File: src/rtl/ozdefs.sv
// ozdefs: shared LTSSM definitions.
// LTSSM_State enumerates the link training states. The ordered-set scheduler
// and its bench both take this type from here.
package ozdefs;

  typedef enum logic [3:0] {
    DETECT_QUIET,
    DETECT_ACTIVE,
    POLLING_ACTIVE,
    POLLING_ACTIVE_START_TS1,
    POLLING_COMPLIANCE,
    POLLING_CONFIG,
    CONFIG_LINKWIDTH_START,
    CONFIG_LINKWIDTH_ACCEPT,
    CONFIG_LANENUM_WAIT,
    CONFIG_COMPLETE,
    CONFIG_IDLE,
    L0,
    RECOVERY,
    DISABLED,
    LOOPBACK,
    HOT_RESET
  } LTSSM_State;

endpackage

File: src/rtl/os_tx_scheduler_if.sv
// os_tx_scheduler_if: control inputs and byte-lane outputs of the ordered-set
// scheduler.
//   master: the scheduler. It takes en_n, currLtssmState and the TS1/TS2 byte
//           fields, and drives rxdata/rxdatak/rxvalid, os_type, os_start,
//           os_done and ts_sent_cnt.
//   slave:  the other end, which drives the controls and observes the lane.
interface os_tx_scheduler_if #(
  parameter int unsigned CNT_W = 16
);
  logic                    en_n;
  ozdefs::LTSSM_State      currLtssmState;
  logic [39:0]             ts1Bytes1Thru5;
  logic [39:0]             ts2Bytes1Thru5;
  logic [7:0]              rxdata;
  logic                    rxdatak;
  logic                    rxvalid;
  logic [1:0]              os_type;
  logic                    os_start;
  logic                    os_done;
  logic [CNT_W-1:0]        ts_sent_cnt;

  modport master (
    input  en_n, currLtssmState, ts1Bytes1Thru5, ts2Bytes1Thru5,
    output rxdata, rxdatak, rxvalid, os_type, os_start, os_done, ts_sent_cnt
  );

  modport slave (
    output en_n, currLtssmState, ts1Bytes1Thru5, ts2Bytes1Thru5,
    input  rxdata, rxdatak, rxvalid, os_type, os_start, os_done, ts_sent_cnt
  );
endinterface

File: src/rtl/os_tx_scheduler.sv
// os_tx_scheduler: serialises SKP, TS1 and TS2 ordered sets onto the
// PHY-to-MAC byte lane, one byte per clock. The LTSSM state selects which set
// is sent. The stream only changes at set boundaries, so a set that has
// started is never cut short.
// Ports:
//   clk  clock
//   rst  synchronous, active-high reset
//   bus  os_tx_scheduler_if.master:
//          en_n, currLtssmState, ts1/ts2Bytes1Thru5  (inputs)
//          rxdata, rxdatak, rxvalid, os_type, os_start, os_done,
//          ts_sent_cnt                               (registered outputs)
// Optional: define OS_SKP_INSERT_EN to insert a SKP set into the TS1/TS2
// stream once SKP_INTERVAL TS bytes have been sent.
`ifndef COM
`define COM   8'hBC
`endif
`ifndef SKP
`define SKP   8'h1C
`endif
`ifndef TS1ID
`define TS1ID 8'h4A
`endif
`ifndef TS2ID
`define TS2ID 8'h45
`endif

module os_tx_scheduler #(
  parameter int unsigned SKP_INTERVAL = 1180,
  parameter int unsigned CNT_W        = 16
) (
  input  logic              clk,
  input  logic              rst,
  os_tx_scheduler_if.master bus
);

  localparam logic [1:0] IDLE     = 2'd0;
  localparam logic [1:0] SEND_TS  = 2'd1;
  localparam logic [1:0] SEND_SKP = 2'd2;

  localparam logic [1:0] OsNone = 2'd0;
  localparam logic [1:0] OsSkp  = 2'd1;
  localparam logic [1:0] OsTs1  = 2'd2;
  localparam logic [1:0] OsTs2  = 2'd3;

  logic [1:0]         state_q, state_d;
  logic [1:0]         type_q, type_d;     // set being sent / about to start
  logic [3:0]         ptr_q, ptr_d;       // index of next byte to emit
  logic [39:0]        bytes_q, bytes_d;   // TS bytes 1..5 latched at byte 0
  logic [7:0]         rxdata_q;
  logic               rxdatak_q, rxvalid_q, os_start_q, os_done_q;
  logic [1:0]         os_type_q;
  logic [CNT_W-1:0]   ts_cnt_q, ts_cnt_d;
  ozdefs::LTSSM_State prev_state_q;

  logic       emit, last, boundary, skp_due;
  logic [1:0] cls, nxt_type;
  logic [7:0] byte_data;
  logic       byte_k;

  // Which ordered set the current LTSSM state asks for.
  always_comb begin
    cls = OsNone;
    case (bus.currLtssmState)
      ozdefs::POLLING_ACTIVE:           cls = OsSkp;
      ozdefs::POLLING_ACTIVE_START_TS1,
      ozdefs::CONFIG_LINKWIDTH_START:   cls = OsTs1;
      ozdefs::POLLING_CONFIG:           cls = OsTs2;
      default:                          cls = OsNone;
    endcase
  end

  assign emit     = (state_q != IDLE);
  assign last     = (state_q == SEND_SKP) ? (ptr_q == 4'd3) : (ptr_q == 4'd15);
  assign boundary = !emit || last;

`ifdef OS_SKP_INSERT_EN
  localparam logic [31:0] SkpIntervalW = 32'(SKP_INTERVAL);
  logic [15:0] skp_cnt_q, skp_cnt_d;

  // Counts TS bytes. The due test uses the post-update value, so a SKP
  // becomes due on the same last byte that reaches the interval.
  always_comb begin
    skp_cnt_d = skp_cnt_q;
    if (emit && type_q == OsSkp && last) begin
      skp_cnt_d = 16'd0;
    end else if (emit && type_q[1] && skp_cnt_q != 16'hFFFF) begin
      skp_cnt_d = skp_cnt_q + 16'd1;
    end
  end

  assign skp_due = ({16'd0, skp_cnt_d} >= SkpIntervalW);

  always_ff @(posedge clk) begin
    if (rst) skp_cnt_q <= 16'd0;
    else     skp_cnt_q <= skp_cnt_d;
  end
`else
  assign skp_due = 1'b0;
`endif

  // Decide the next set. This is evaluated every cycle, but it only takes
  // effect at a boundary.
  always_comb begin
    nxt_type = OsNone;
    if (!bus.en_n && cls != OsNone) begin
      nxt_type = (skp_due && cls[1]) ? OsSkp : cls;
    end
  end

  always_comb begin
    state_d = state_q;
    type_d  = type_q;
    ptr_d   = emit ? ptr_q + 4'd1 : ptr_q;
    if (boundary) begin
      ptr_d  = 4'd0;
      type_d = nxt_type;
      case (nxt_type)
        OsNone:  state_d = IDLE;
        OsSkp:   state_d = SEND_SKP;
        default: state_d = SEND_TS;
      endcase
    end
  end

  // Latch the TS fields together with COM, so later input changes cannot
  // alter a set that is already on the wire.
  always_comb begin
    bytes_d = bytes_q;
    if (emit && ptr_q == 4'd0) begin
      bytes_d = (type_q == OsTs2) ? bus.ts2Bytes1Thru5 : bus.ts1Bytes1Thru5;
    end
  end

  always_comb begin
    byte_data = 8'h00;
    byte_k    = 1'b0;
    if (ptr_q == 4'd0) begin
      byte_data = `COM;
      byte_k    = 1'b1;
    end else if (state_q == SEND_SKP) begin
      byte_data = `SKP;
      byte_k    = 1'b1;
    end else begin
      case (ptr_q)
        4'd1:    byte_data = bytes_q[7:0];
        4'd2:    byte_data = bytes_q[15:8];
        4'd3:    byte_data = bytes_q[23:16];
        4'd4:    byte_data = bytes_q[31:24];
        4'd5:    byte_data = bytes_q[39:32];
        default: byte_data = (type_q == OsTs2) ? `TS2ID : `TS1ID;
      endcase
    end
  end

  // A state change clears the count. If an increment lands in the same
  // cycle, the result is 1.
  always_comb begin
    logic inc;
    inc      = emit && last && type_q[1];
    ts_cnt_d = ts_cnt_q;
    if (bus.currLtssmState != prev_state_q) begin
      ts_cnt_d = inc ? CNT_W'(1) : '0;
    end else if (inc && ts_cnt_q != {CNT_W{1'b1}}) begin
      ts_cnt_d = ts_cnt_q + CNT_W'(1);
    end
  end

  always_ff @(posedge clk) begin
    if (rst) begin
      state_q      <= IDLE;
      type_q       <= OsNone;
      ptr_q        <= 4'd0;
      bytes_q      <= 40'd0;
      rxdata_q     <= 8'd0;
      rxdatak_q    <= 1'b0;
      rxvalid_q    <= 1'b0;
      os_type_q    <= OsNone;
      os_start_q   <= 1'b0;
      os_done_q    <= 1'b0;
      ts_cnt_q     <= '0;
      prev_state_q <= ozdefs::DETECT_QUIET;
    end else begin
      state_q      <= state_d;
      type_q       <= type_d;
      ptr_q        <= ptr_d;
      bytes_q      <= bytes_d;
      rxdata_q     <= emit ? byte_data : 8'd0;
      rxdatak_q    <= emit && byte_k;
      rxvalid_q    <= emit;
      os_type_q    <= emit ? type_q : OsNone;
      os_start_q   <= emit && (ptr_q == 4'd0);
      os_done_q    <= emit && last;
      ts_cnt_q     <= ts_cnt_d;
      prev_state_q <= bus.currLtssmState;
    end
  end

  assign bus.rxdata      = rxdata_q;
  assign bus.rxdatak     = rxdatak_q;
  assign bus.rxvalid     = rxvalid_q;
  assign bus.os_type     = os_type_q;
  assign bus.os_start    = os_start_q;
  assign bus.os_done     = os_done_q;
  assign bus.ts_sent_cnt = ts_cnt_q;

endmodule

File: src/flat_wrapper.sv
// flat-port wrapper written by rule: the top's interface ports become plain ports
module os_tx_scheduler_flat 
#(
  parameter int unsigned SKP_INTERVAL = 1180,
  parameter int unsigned CNT_W        = 16
)
  (clk, rst, bus_en_n, bus_currLtssmState, bus_ts1Bytes1Thru5, bus_ts2Bytes1Thru5, bus_rxdata, bus_rxdatak, bus_rxvalid, bus_os_type, bus_os_start, bus_os_done, bus_ts_sent_cnt);
  os_tx_scheduler_if #(.CNT_W(CNT_W)) bus_i ();
  input  logic clk;
  input  logic rst;
  input wire logic [$bits(bus_i.en_n)-1:0] bus_en_n;
  input wire logic [$bits(bus_i.currLtssmState)-1:0] bus_currLtssmState;
  input wire logic [$bits(bus_i.ts1Bytes1Thru5)-1:0] bus_ts1Bytes1Thru5;
  input wire logic [$bits(bus_i.ts2Bytes1Thru5)-1:0] bus_ts2Bytes1Thru5;
  output wire logic [$bits(bus_i.rxdata)-1:0] bus_rxdata;
  output wire logic [$bits(bus_i.rxdatak)-1:0] bus_rxdatak;
  output wire logic [$bits(bus_i.rxvalid)-1:0] bus_rxvalid;
  output wire logic [$bits(bus_i.os_type)-1:0] bus_os_type;
  output wire logic [$bits(bus_i.os_start)-1:0] bus_os_start;
  output wire logic [$bits(bus_i.os_done)-1:0] bus_os_done;
  output wire logic [$bits(bus_i.ts_sent_cnt)-1:0] bus_ts_sent_cnt;
  assign bus_i.en_n = bus_en_n;
  assign bus_i.currLtssmState = bus_currLtssmState;
  assign bus_i.ts1Bytes1Thru5 = bus_ts1Bytes1Thru5;
  assign bus_i.ts2Bytes1Thru5 = bus_ts2Bytes1Thru5;
  assign bus_rxdata = bus_i.rxdata;
  assign bus_rxdatak = bus_i.rxdatak;
  assign bus_rxvalid = bus_i.rxvalid;
  assign bus_os_type = bus_i.os_type;
  assign bus_os_start = bus_i.os_start;
  assign bus_os_done = bus_i.os_done;
  assign bus_ts_sent_cnt = bus_i.ts_sent_cnt;
  os_tx_scheduler #(.SKP_INTERVAL(SKP_INTERVAL), .CNT_W(CNT_W)) u_core (.clk(clk), .rst(rst), .bus(bus_i));
endmodule
File: config.mk
export PLATFORM = sky130hd
export DESIGN_NAME = os_tx_scheduler_flat
export DESIGN_NICKNAME = d
export VERILOG_FILES = /design/src/rtl/ozdefs.sv /design/src/rtl/os_tx_scheduler_if.sv /design/src/rtl/os_tx_scheduler.sv /design/src/flat_wrapper.sv
export SDC_FILE = /design/constraint.sdc
export NUM_CORES = 1
export LEC_CHECK = 0
export CAP_MARGIN = 20
export CORE_MARGIN = 4
export CORE_UTILIZATION = 43
export DETAILED_ROUTE_END_ITERATION = 7
export HOLD_SLACK_MARGIN = 0.08
export PLACE_DENSITY_LB_ADDON = 0.05
export SLEW_MARGIN = 20
export SYNTH_ARGS = -nofsm -noshare
export SYNTH_HDL_FRONTEND = slang
export SYNTH_SLANG_ARGS = --single-unit
export TNS_END_PERCENT = 20
File: constraint.sdc
create_clock -name clk -period 1.9 [get_ports clk]
set_input_delay 0.285 -clock clk [delete_from_list [all_inputs] [get_ports clk]]
set_output_delay 0.285 -clock clk [all_outputs]
set_load 0.1 [all_outputs]
* Word level (Yosys, flattened, before mapping) *
Cells that the tools add are included.

storage, ports and cells
  word-level logic and storage cells = 63
  register bits after elaboration = 82

cells by class
  bitwise operators = 1
  equality and inequality tests = 15
  add/sub/neg operators = 2
  reduce and logical (&&, ||, !) cells = 18
  muxes and demuxes = 14

operator list
  cell                                           number
  2-to-1 mux 40 bit                              1
  one-hot mux 8 bit (5 select lines)             1
  2-to-1 mux 16 bit                              2
  adder 16 x 1 -> 16 bit, second input constant  1
  == test 4 x 2 -> 1 bit, second input constant  4
  == test 4 x 3 -> 1 bit, second input constant  4
  2-to-1 mux 8 bit                               2
  != test 16 bit, second input constant          1
  logical AND 1 bit                              6
  one-hot mux 2 bit (3 select lines)             1
  nonzero test 2 bit                             3
  OR reduction 2 bit                             3
  adder 4 x 1 -> 4 bit, second input constant    1
  == test 2 bit, second input constant           2
  == test 4 x 1 -> 1 bit, second input constant  1
  == test 4 bit, second input constant           1
  logical NOT 4 bit                              1
  2-to-1 mux 1 bit                               4
  2-to-1 mux 4 bit                               1
  != test 4 bit                                  1
  one-hot mux 2 bit (2 select lines)             1
  OR reduction 4 bit                             1
  == test 2 x 1 -> 1 bit, second input constant  1
  logical NOT 1 bit                              2
  4 further kinds                                4

* Depth between registers and ports, before layout *
Gate-level depths: netlist of run 1.

  word-level depth = 8
  depth in mapped cells = 8
  gate-level depth less buffers = 6

* Worst setup path before layout of run 1 *
No wires, ideal clock.

  path kind = reg2reg
  start point = register u_core.ts_cnt_q[6], in the netlist u_core.bus.ts_sent_cnt[6]
  end point = register u_core.ts_cnt_q[0], in the netlist u_core.bus.ts_sent_cnt[0]
  slack = -707 ps
  arrival time = 2516 ps
  library setup time = 91 ps
  stages on the path, launching flop included = 6
  data required time = 1809 ps
  period minus slack after synthesis = 2607 ps
  cell sequence = dfxtp_1 -> nand4_1 -> nor4_1 -> clkbuf_1 -> o21ai_0 -> a311oi_1

on the way
  cells in the longest elaborated chain, start to end = 3

ends and longest elaborated chain
  what                                 RTL line                text
  start: declaration                   os_tx_scheduler.sv:52   logic [CNT_W-1:0] ts_cnt_q, ts_cnt_d;
  start signal: assignment             os_tx_scheduler.sv:193  ts_cnt_q <= ts_cnt_d;
  != test 16 bit                       os_tx_scheduler.sv:163  end else if (inc && ts_cnt_q != {CNT_W{1'b1}}) begin
  logical AND 1 bit                    os_tx_scheduler.sv:163
  nonzero test 2 bit (no source line)  n/a

No other way between the ends.
A chain may end at the register's enable or synchronous reset.

* Worst setup path after layout of run 1 *
  start point = register u_core.state_q[0]
  end point = register u_core.ts_cnt_q[11], in the netlist u_core.bus.ts_sent_cnt[11]

on the way
  cells in the longest elaborated chain, start to end = 6
  elaborated cells on any way between the ends = 7

ends and longest elaborated chain
  what                                     RTL line                text
  start: declaration                       os_tx_scheduler.sv:45   logic [1:0] state_q, state_d;
  start signal: assignment                 os_tx_scheduler.sv:183  state_q <= state_d;
  == test 2 bit                            os_tx_scheduler.sv:73   assign last = (state_q == SEND_SKP) ? (ptr_q == 4'd3) : (ptr_q == 4'd15);
  2-to-1 mux 1 bit                         os_tx_scheduler.sv:73
  logical AND 1 bit (*) (2 in series)      os_tx_scheduler.sv:159  inc = emit && last && type_q[1];
  logical AND 1 bit (*)                    os_tx_scheduler.sv:163
  nonzero test 2 bit (no source line) (*)  n/a

Every way passes the cells marked *; elsewhere a longest branch is shown, timed or not.

==> reports/results.txt, run 1 <==
Status: finished with violations
Failing checks: negative setup slack
Highest clock rate: 0.4906 GHz
Vias in the first global route: 4,083
Effective utilization at floorplan: 44.81%
Critical path's largest stage delay: 0.57 ns
Pre-antenna DRT Iters: 6
Layout cells sized above 1: 20.91%
Static Leak: 2.023 nW
P_sw: 0.0009694 W
CP cell instances: or4b_4 > a211o_4 > or4b_1 > a21oi_2
Hold slack: 0.3729 ns
Final instance area: 0.005756 mm²
Crit path required time: 2.19 ns
Register area share after synthesis: 41.40%
HP Class: in2reg
Comb pwr share: 16.3%
Ports: 117
Initial antenna violation count: 0
Post-detail-place hpwl: 8614 µm
Adder-cell share of the synthesized area: 1.578%
Clock network power share: 33.3%
Asr flop ratio synth: 0%
Rel. slew slack: 55.92%
Syn Inst Count: 486
Core Area: 0.008848 mm²
DR vias: 4,266
Grt ovf: 0
Height of the die: 104.0 µm
Worst Reg-to-Reg Cells: 4
Num CTS Buffers: 9
Crit path to: u_core.bus.ts_sent_cnt[11]
Synth Area in Simple Gates: 26.16%
First-pass GRT wire length: 19,630 µm
Util after Layout: 65.05%
Largest family of logic cells by synthesized area: simple AND/OR/NAND/NOR gates
Nets: 704
Crit path depth: 4
Syn nets: 578
Average size of a mapped cell: 8.159 µm²
Synthesis-to-layout area growth: 45.16%
Root buf cell: clkbuf_8
Vias per cell: 5.884
Number of port buffers: 116
CP startpoint: u_core.state_q[0]
Setup tns final: -0.7135 ns
Clock skew: 0.008861 ns
R2R Setup Slk: -0.14 ns
Number of distinct library cells after synthesis: 46
Clock transition at path regs: 0.08 ns
Placer Congestion: 0.8559
Dpl cell area: 0.005360 mm²
Final worst slack: -0.1384 ns
Synth warn: 0
Clock sink count: 82
Routed len/inst: 17.07 µm
Hold Vio Cnt, Final: 0
Switching share of power: 26.51%
Tmin final: 2.038 ns
H-tree Lvls: 3
Setup crit end kind: register
DIE AREA: 0.01082 mm²
GR Util All Layers: 21.88%
Crit Reg-Reg Startpoint: u_core.state_q[0]
Final period util: 107.3%
WL final: 12,380 µm
Post-Synth XOR/XNOR Area: 1.325%
Worst R2R End: u_core.bus.ts_sent_cnt[11]
Pwr dens: 635.3 mW/mm²
Antenna Cells: 0
MaxCap Viol Count: 0
Int Pwr: 0.002687 W
RSZ-0062 raised after global routing: yes
Pre-CTS setup slack: -0.2632 ns
Reg power frac: 50.4%
Ys flop type: dfxtp_1
ANT nets after route: 0
Synth Cell Area: 0.003965 mm²
EDFF count, synth: 0
CP Max Fanout: 8
TritonCTS clock tree: yes
Critical path class: reg2reg
# DRC: 0
Final setup fails: 11
Maximum clock insertion buffer count: 2
Largest net degree at the start of global routing: 56
First DRT Iteration DRCs: 294
CP delay by family, top: simple AND/OR/NAND/NOR gates
Yosys reg bits: 82
Post-synthesis mux area share: 1.010%
FP Rows: 34
Worst vdd rail ir drop: 0.0003964 V
Synth Area in Compound Gates: 22.88%
Cts-stage hold buffer count: 0
Die X: 104.0 µm
Worst Path Arrival: 2.33 ns
Slew Viols, Final: 0
Crit path launch type: register
Slowest CP cell: or4b_1
Slew @ Worst Pin: 0.6612 ns
Worst skew pair latency: 0.36 ns
WP buf/inv: 0
worst reg2reg max path: cells and delay by family, from the launching register on:
kind,cells,cell delay [ns]
compound gates,2,0.53
flops,1,0.32
simple gates,2,1.12
logic make-up after synthesis:
group / after synthesis
AOI/OAI and AO/OA: 122
xor gates and xnor gates: 6
adders and majority gates: 5
buffers and inverters: 56
DFF: 82
muxes: 4
and+or+nand+nor: 211
power by group through the flow:
stage                     Sequential [W]  Combinational (W)  Clock, W
after floorplan                  0.00192           0.000229         0
after global placement           0.00188           0.000553         0
after detailed placement         0.00188           0.000561         0
after CTS                        0.00184           0.000566   0.00124
after global routing             0.00185           0.000647   0.00131
final                            0.00184           0.000597   0.00122
routing by layer:
metal / vias up / share of wire, % / track usage, %
met5: - / 0 / 0
met4: 0 / 1.5 / 6.553
met3: 15 / 7.3 / 7.387
met2: 158 / 47 / 34.82
met1: 2013 / 44 / 28.10
li1: 2080 / - / -
layout by cell type (no fill, tap or decap), types with 3 or more instances in the layout:
master,instances
and4_1,3
dfxtp_2,7
a22oi_1,3
nand2_1,52
o211ai_1,3
mux2i_1,4
a21oi_1,20
or3_1,4
o21ai_0,8
a211o_1,3
a31oi_1,3
nand4_1,5
ha_1,5
nand3b_1,5
a211oi_1,3
a21oi_2,4
clkbuf_8,9
a311oi_1,41
buf_4,66
nor4_1,4
xor2_1,5
inv_1,13
o41ai_2,3
o22ai_1,4
dfxtp_4,14
clkdlybuf4s50_1,85
a222oi_1,6
a221oi_1,6
dfxtp_1,61
or4_1,5
nor2b_1,7
nor3_1,4
nand3_1,52
nor2_1,53
o31ai_1,3
how the worst min path moves through the flow:
stage | from | cells past startpoint | slack, ns | endpoint
floorplan | bus_currLtssmState[0] | 1 | 0.41 | u_core.prev_state_q[0]
global placement | u_core.bus.ts_sent_cnt[14] | 2 | 0.48 | u_core.bus.ts_sent_cnt[14]
detailed placement | u_core.bus.ts_sent_cnt[14] | 2 | 0.48 | u_core.bus.ts_sent_cnt[14]
CTS | rst | 3 | 0.35 | u_core.bus.ts_sent_cnt[0]
global route | rst | 3 | 0.37 | u_core.bytes_q[28]
finish | rst | 3 | 0.37 | u_core.bus.ts_sent_cnt[0]
metrics by stage:
step / total power, W / std cells
floorplan: 0.002147 / 486
global placement: 0.002432 / 701
detailed placement: 0.002442 / 701
CTS: 0.003646 / 720
global route: 0.003813 / 725
finish: 0.003657 / 725
synth_stat cells (5+ instances only):
cell type	number	area [µm²]
a21oi_1	24	120.1
nor2_1	54	202.7
or4_1	7	52.55
nand3_1	52	260.3
clkbuf_1	37	138.9
nand4_1	5	31.28
dfxtp_1	82	1642
ha_1	5	62.56
buf_2	5	25.02
o21ai_0	9	45.04
a221oi_1	6	52.55
nand3b_1	5	37.54
xor2_1	5	43.79
a311oi_1	41	359.1
o31ai_1	6	45.04
nor2b_1	7	43.79
inv_1	13	48.80
nor4_1	6	37.54
a222oi_1	6	60.06
nand2_1	52	195.2
what timing repair did:
action	4_1_cts	5_1_grt
cloned	1	2
gates resized for setup	11	14
buffers inserted	2	3
endpoints found under the setup margin	28	56
pin swaps	7	9
flip-flops by register name (all words and copies together), names as in the netlist:
signal and flops:
u_core.prev_state_q 4, u_core.bus.ts_sent_cnt 16, u_core.bus.os_done 1, u_core.bus.rxvalid 1, u_core.bytes_q 40, u_core.bus.rxdatak 1, u_core.ptr_q 4, u_core.state_q 2
u_core.bus.rxdata 8, u_core.type_q 2, u_core.bus.os_type 2, u_core.bus.os_start 1
final cells by class:
cell class                 instances  area [µm²]
timing repair buffer             157        1444
inverter                          13       48.80
tap                              108       135.1
sequential                        82        1703
multi-input combinational        349        2240
clock buffer                      10       127.6
clock inverter                     6       57.56
fill                             769        3093
No activity file was read; power rests on OpenSTA's default activity.
==> run 2, diff against run 1 <==
MAX_ROUTING_LAYER = met4   (was default)
==> run 2 against run 1 <==
The flow still finishes with violations (negative setup slack). Final cell count shrank 0.14%. First-iteration DRC count fell by 14%. Global-route usage rose by 0.61 points. Clock power about the same. Utilization hardly changed. Clock-buffer cell count is the same. Critical path depth unchanged. Critical path type unchanged. Critical endpoint unchanged.
==> reports/results.txt, run 2 (synthesis results as in run 1) <==
Status: finished with violations (unchanged)
Failing checks: negative setup slack (unchanged)
WP buf/inv: 0 (unchanged)
Pre-antenna DRT Iters: 7 (was 6)
Static Leak: 2.019 nW (was 2.023 nW)
RSZ-0062 raised after global routing: yes (unchanged)
Vias per cell: 5.891 (was 5.884)
WL final: 12,360 µm (was 12,380 µm)
Final period util: 107.3% (about the same)
Top reg by flops: u_core.bytes_q (unchanged)
ANT nets after route: 0 (unchanged)
Crit path required time: 2.19 ns (about the same)
Critical path's largest stage delay: 0.57 ns (about the same)
Max reg flops: 40 (unchanged)
Switching share of power: 26.50% (was 26.51%)
Die X: 104.0 µm (unchanged)
Pwr dens: 635.2 mW/mm² (was 635.3 mW/mm²)
Nets: 703 (was 704)
CP startpoint: u_core.state_q[0] (unchanged)
Final worst slack: -0.1385 ns (was -0.1384 ns)
P_sw: 0.0009681 W (was 0.0009694 W)
Setup crit end kind: register (unchanged)
Final setup fails: 11 (unchanged)
Slowest CP cell: or4b_1 (unchanged)
HP Class: in2reg (unchanged)
CP cell instances: or4b_4 > a211o_4 > or4b_1 > a21oi_2 (unchanged)
Hold wc startpoint: rst (unchanged)
TritonCTS clock tree: yes (unchanged)
Synthesis-to-layout area growth: 45.06% (was 45.16%)
Critical path class: reg2reg (unchanged)
Rel. slew slack: 55.65% (was 55.92%)
First-pass GRT wire length: 19,630 µm (unchanged)
Clock transition at path regs: 0.08 ns (about the same)
Clock network power share: 33.3% (about the same)
Antenna Cells: 0 (unchanged)
Hold slack: 0.3725 ns (was 0.3729 ns)
FP Rows: 34 (unchanged)
Slew Viols, Final: 0 (unchanged)
Most frequent cells in the layout: 85 x clkdlybuf4s50_1, 64 x buf_4, 61 x dfxtp_1 (was 85 x clkdlybuf4s50_1, 66 x buf_4, 61 x dfxtp_1)
MaxCap Viol Count: 0 (unchanged)
Post-detail-place hpwl: 8614 µm (unchanged)
CP delay by family, top: simple AND/OR/NAND/NOR gates (unchanged)
Worst skew pair latency: 0.35 ns (was 0.36 ns)
Effective utilization at floorplan: 44.81% (unchanged)
DR vias: 4,265 (was 4,266)
Placer Congestion: 0.8696 (was 0.8559)
# DRC: 0 (unchanged)
Number of port buffers: 116 (unchanged)
Layout cells sized above 1: 20.78% (was 20.91%)
Crit path launch type: register (unchanged)
Util after Layout: 65.00% (was 65.05%)
Most common cell after layout, fill and taps aside: clkdlybuf4s50_1 (unchanged)
Tot Pwr: 0.003654 W (was 0.003657 W)
GR Util All Layers: 22.48% (was 21.88%)
Height of the die: 104.0 µm (unchanged)
Maximum clock insertion buffer count: 2 (unchanged)
Worst vdd rail ir drop: 0.0003940 V (was 0.0003964 V)
Pre-CTS setup slack: -0.2632 ns (unchanged)
Worst R2R End: u_core.bus.ts_sent_cnt[11] (unchanged)
Clock sink count: 82 (unchanged)
Hold Vio Cnt, Final: 0 (unchanged)
Num CTS Buffers: 9 (unchanged)
Routed len/inst: 17.07 µm (about the same)
Root buf cell: clkbuf_8 (unchanged)
First DRT Iteration DRCs: 253 (was 294)
Clock skew: 0.008623 ns (was 0.008861 ns)
Tmin final: 2.038 ns (about the same)
Grt ovf: 0 (unchanged)
CP Max Fanout: 8 (unchanged)
Highest clock rate: 0.4906 GHz (about the same)
Ports: 117 (unchanged)
Slew @ Worst Pin: 0.6652 ns (was 0.6612 ns)
Crit Reg-Reg Startpoint: u_core.state_q[0] (unchanged)
Core Area: 0.008848 mm² (unchanged)
Initial antenna violation count: 0 (unchanged)
H-tree Lvls: 3 (unchanged)
Int Pwr: 0.002686 W (was 0.002687 W)
Vias in the first global route: 4,088 (was 4,083)
Comb pwr share: 16.2% (was 16.3%)
Reg power frac: 50.4% (about the same)
Hold path depth: 3 (unchanged)
R2R Setup Slk: -0.14 ns (about the same)
Worst Path Arrival: 2.32 ns (was 2.33 ns)
Worst Reg-to-Reg Cells: 4 (unchanged)
Cts-stage hold buffer count: 0 (unchanged)
Worst hold endpoint: u_core.bus.ts_sent_cnt[0] (unchanged)
DIE AREA: 0.01082 mm² (unchanged)
Largest net degree at the start of global routing: 56 (unchanged)
==> run 2: metal layers <==
| metal | up-vias | track usage, % | wire length, µm |
|---|---|---|---|
| met5 | - | - | 0 |
| met4 | 0 | 7.407 | 187 |
| met3 | 19 | 6.331 | 894 |
| met2 | 175 | 34.73 | 5788 |
| met1 | 1999 | 28.45 | 5485 |
| li1 | 2072 | - | - |
==> run 2: stage by stage <==
step,setup TNS (ns),instances,instance area [µm²]
after floorplan,-0.5522,486,4053
after global placement,-1.698,701,5360
after detailed placement,-2.143,701,5360
after CTS,-0.4530,720,5625
after global routing,-1.634,724,5752
final,-0.6911,724,5752
==> run 2: worst reg2reg max path, delay by kind of cell (launching register included) <==
family / cells / cell delay, ns
flops: 1 / 0.32
simple gates: 2 / 1.13
compound gates: 2 / 0.53
==> run 2: power by group through the flow <==
stage	sequential (W)	clock, W	combinational, W
floorplan	0.00192	0	0.000229
global placement	0.00188	0	0.000553
detailed placement	0.00188	0	0.000561
CTS	0.00184	0.00124	0.000566
global route	0.00185	0.00131	0.000644
finish	0.00184	0.00122	0.000593
==> run 2: layout make-up <==
cell class / instances / area (µm²)
Clock inverter: 6 / 57.56
Multi-Input combinational cell: 349 / 2240
Timing Repair Buffer: 156 / 1440
Clock buffer: 10 / 127.6
Inverter: 13 / 48.80
Tap cell: 108 / 135.1
Sequential cell: 82 / 1703
Fill cell: 772 / 3097
==> run 2: worst max path at each step <==
stage	endpoint	slack, ns	cells after the start
2_1_floorplan	u_core.bus.ts_sent_cnt[6]	-0.08	5
3_3_place_gp	u_core.bus.ts_sent_cnt[5]	-0.19	4
3_5_place_dp	u_core.bus.ts_sent_cnt[3]	-0.26	4
4_1_cts	u_core.bus.ts_sent_cnt[12]	-0.09	5
5_1_grt	u_core.bus.ts_sent_cnt[11]	-0.18	4
6_report	u_core.bus.ts_sent_cnt[11]	-0.14	4
==> run 2: repair_timing <==
| action | 4_1_cts | 5_1_grt |
|---|---|---|
| setup endpoints to repair | 28 | 57 |
| gates cloned | 1 | 2 |
| resized for setup | 11 | 15 |
| buffers inserted | 2 | 2 |
| pin swaps | 7 | 8 |
==> run 3, diff against run 2 <==
PLACE_DENSITY = 0.78   (was default)
PLACE_DENSITY_LB_ADDON = default   (was 0.05)
SKIP_LAST_GASP = 1   (was default)
==> run 3 against run 2 <==
The run still ends with negative setup slack left. Critical path depth increased by 1. Cell area decreased by 1.3%. Combinational power about the same. Final cell count decreased by 0.69%. Power increased by 2.1%. Register-to-register slack about the same. Via count decreased by 2.2%. First-iteration DRC count decreased by 10%. Wire length decreased by 6.0%. Clock-buffer cell count increased by 2. Utilization decreased by 0.82 points. Critical path type unchanged. Largest power group unchanged.
==> reports/results.txt, run 3 (synthesis results as in run 1) <==
Status: finished with violations (unchanged)
Failing checks: negative setup slack (unchanged)
Initial antenna violation count: 0 (unchanged)
Tmin final: 2.036 ns (was 2.038 ns)
Most frequent cells in the layout: 85 x clkdlybuf4s50_1, 63 x buf_4, 63 x dfxtp_1 (was 85 x clkdlybuf4s50_1, 64 x buf_4, 61 x dfxtp_1)
CP startpoint: u_core.state_q[0] (unchanged)
Highest clock rate: 0.4911 GHz (was 0.4906 GHz)
Effective utilization at floorplan: 44.81% (unchanged)
Critical path class: reg2reg (unchanged)
First DRT Iteration DRCs: 227 (was 253)
First-pass GRT wire length: 19,190 µm (was 19,630 µm)
CP Max Fanout: 22 (was 8)
Final period util: 107.2% (was 107.3%)
Cts-stage hold buffer count: 0 (unchanged)
Worst R2R End: u_core.bus.ts_sent_cnt[3] (was u_core.bus.ts_sent_cnt[11])
Non-filler cells, final: 719 (was 724)
Clock skew: 0.01036 ns (was 0.008623 ns)
Slew Viols, Final: 0 (unchanged)
Num CTS Buffers: 9 (unchanged)
# DRC: 0 (unchanged)
Worst Reg-to-Reg Cells: 5 (was 4)
Most common cell after layout, fill and taps aside: clkdlybuf4s50_1 (unchanged)
Worst skew pair latency: 0.36 ns (was 0.35 ns)
Clock sink count: 82 (unchanged)
HP Class: in2reg (unchanged)
Final setup fails: 13 (was 11)
Top reg by flops: u_core.bytes_q (unchanged)
Antenna Cells: 0 (unchanged)
ANT nets after route: 0 (unchanged)
Root buf cell: clkbuf_8 (unchanged)
Filler cells: 710 (was 772)
Vias per cell: 5.801 (was 5.891)
Synthesis-to-layout area growth: 43.23% (was 45.06%)
Pre-CTS setup slack: -0.1718 ns (was -0.2632 ns)
Pwr dens: 656.7 mW/mm² (was 635.2 mW/mm²)
Vias in the first global route: 4,124 (was 4,088)
FP Rows: 34 (unchanged)
Die X: 104.0 µm (unchanged)
Crit Reg-Reg Startpoint: u_core.state_q[0] (unchanged)
Pre-antenna DRT Iters: 5 (was 7)
Number of port buffers: 116 (unchanged)
WL final: 11,620 µm (was 12,360 µm)
Routed len/inst: 16.16 µm (was 17.07 µm)
Ports: 117 (unchanged)
Crit path to: u_core.bus.ts_sent_cnt[3] (was u_core.bus.ts_sent_cnt[11])
R2R Setup Slk: -0.14 ns (about the same)
Largest net degree at the start of global routing: 48 (was 56)
Grt ovf: 0 (unchanged)
RSZ-0062 raised after global routing: yes (unchanged)
Core Area: 0.008848 mm² (unchanged)
FF+latch area: 0.001700 mm² (was 0.001703 mm²)
DIE AREA: 0.01082 mm² (unchanged)
Worst vdd rail ir drop: 0.0003452 V (was 0.0003940 V)
Crit path launch type: register (unchanged)
Global routing usage on met2: 35.70% (was 34.73%)
Multi-input gate area: 0.002160 mm² (was 0.002240 mm²)
Post-detail-place hpwl: 8591 µm (was 8614 µm)
Met3 GRT Util: 3.600% (was 6.331%)
Hold Vio Cnt, Final: 0 (unchanged)
Placer Congestion: 0.9477 (was 0.8696)
Layout cells sized above 1: 18.99% (was 20.78%)
Rel. slew slack: 58.85% (was 55.65%)
Crit path required time: 2.17 ns (was 2.19 ns)
Worst Path Arrival: 2.31 ns (was 2.32 ns)
GR Util All Layers: 21.74% (was 22.48%)
DR vias: 4,171 (was 4,265)
Height of the die: 104.0 µm (unchanged)
Clock transition at path regs: 0.08 ns (about the same)
MaxCap Viol Count: 0 (unchanged)
Cells after DPL: 703 (was 701)
Slew @ Worst Pin: 0.6116 ns (was 0.6652 ns)
Max reg flops: 40 (unchanged)
Met1 usage: 26.88% (was 28.45%)
TritonCTS clock tree: yes (unchanged)
Grt peak-use layer: met2 (unchanged)
Final worst slack: -0.1361 ns (was -0.1385 ns)
Setup crit end kind: register (unchanged)
Static Leak: 2.025 nW (was 2.019 nW)
Nets: 700 (was 703)
Maximum clock insertion buffer count: 2 (unchanged)
H-tree Lvls: 3 (unchanged)
==> run 3: how the worst min path moves through the flow <==
stage	to	start	depth (start not counted)
floorplan	u_core.prev_state_q[0]	bus_currLtssmState[0]	1
global route	u_core.bus.ts_sent_cnt[9]	rst	5
detailed placement	u_core.bus.ts_sent_cnt[14]	u_core.bus.ts_sent_cnt[14]	2
CTS	u_core.bus.ts_sent_cnt[7]	rst	5
finish	u_core.bus.ts_sent_cnt[7]	rst	5
global placement	u_core.bus.ts_sent_cnt[14]	u_core.bus.ts_sent_cnt[14]	2
==> run 3: cell type report <==
type | count | area share [%]
sequential | 82 | 29.94
tap | 108 | 2.379
timing repair buffer | 154 | 25.25
clock buffer | 12 | 2.930
multi-input combinational | 348 | 38.03
clock inverter | 2 | 0.6169
inverter | 13 | 0.8592
==> run 3: repair_timing <==
action	CTS	global route
resized for setup	0	8
cloned	0	1
pin swaps	4	2
setup endpoints to repair	13	59
buffers inserted	0	1
==> run 3: worst max-delay path, stage by stage, from the launching register on <==
cell and delay (ns):
dfxtp_1 0.32, or4b_4 0.53, a211o_1 0.30, buf_12 0.16, or4_1 0.49, a21oi_1 0.14
==> run 3: power by group <==
part,switching (W),internal [W]
Clock,0.000591,0.000707
Combinational,0.000285,0.000306
Sequential,0.0000556,0.00178
==> run 3: per-stage QoR <==
stage	power [W]	util [%]	hold slack [ns]	cell area, µm²	setup TNS, ns
global placement	0.002440	61.17	0.4748	5413	-0.7334
floorplan	0.002147	-	0.4132	4053	-0.5522
CTS	0.003720	63.45	0.4003	5614	-0.9479
global route	0.003870	64.18	0.4275	5679	-2.802
detailed placement	0.002452	61.17	0.4871	5413	-1.284
finish	0.003730	64.18	0.4047	5679	-0.9032
==> run 3: metal layers <==
layer	routed length, µm	share of wire, %
met5	0	0
met2	5690	49
met3	667	5.7
met4	218	1.9
met1	5039	43
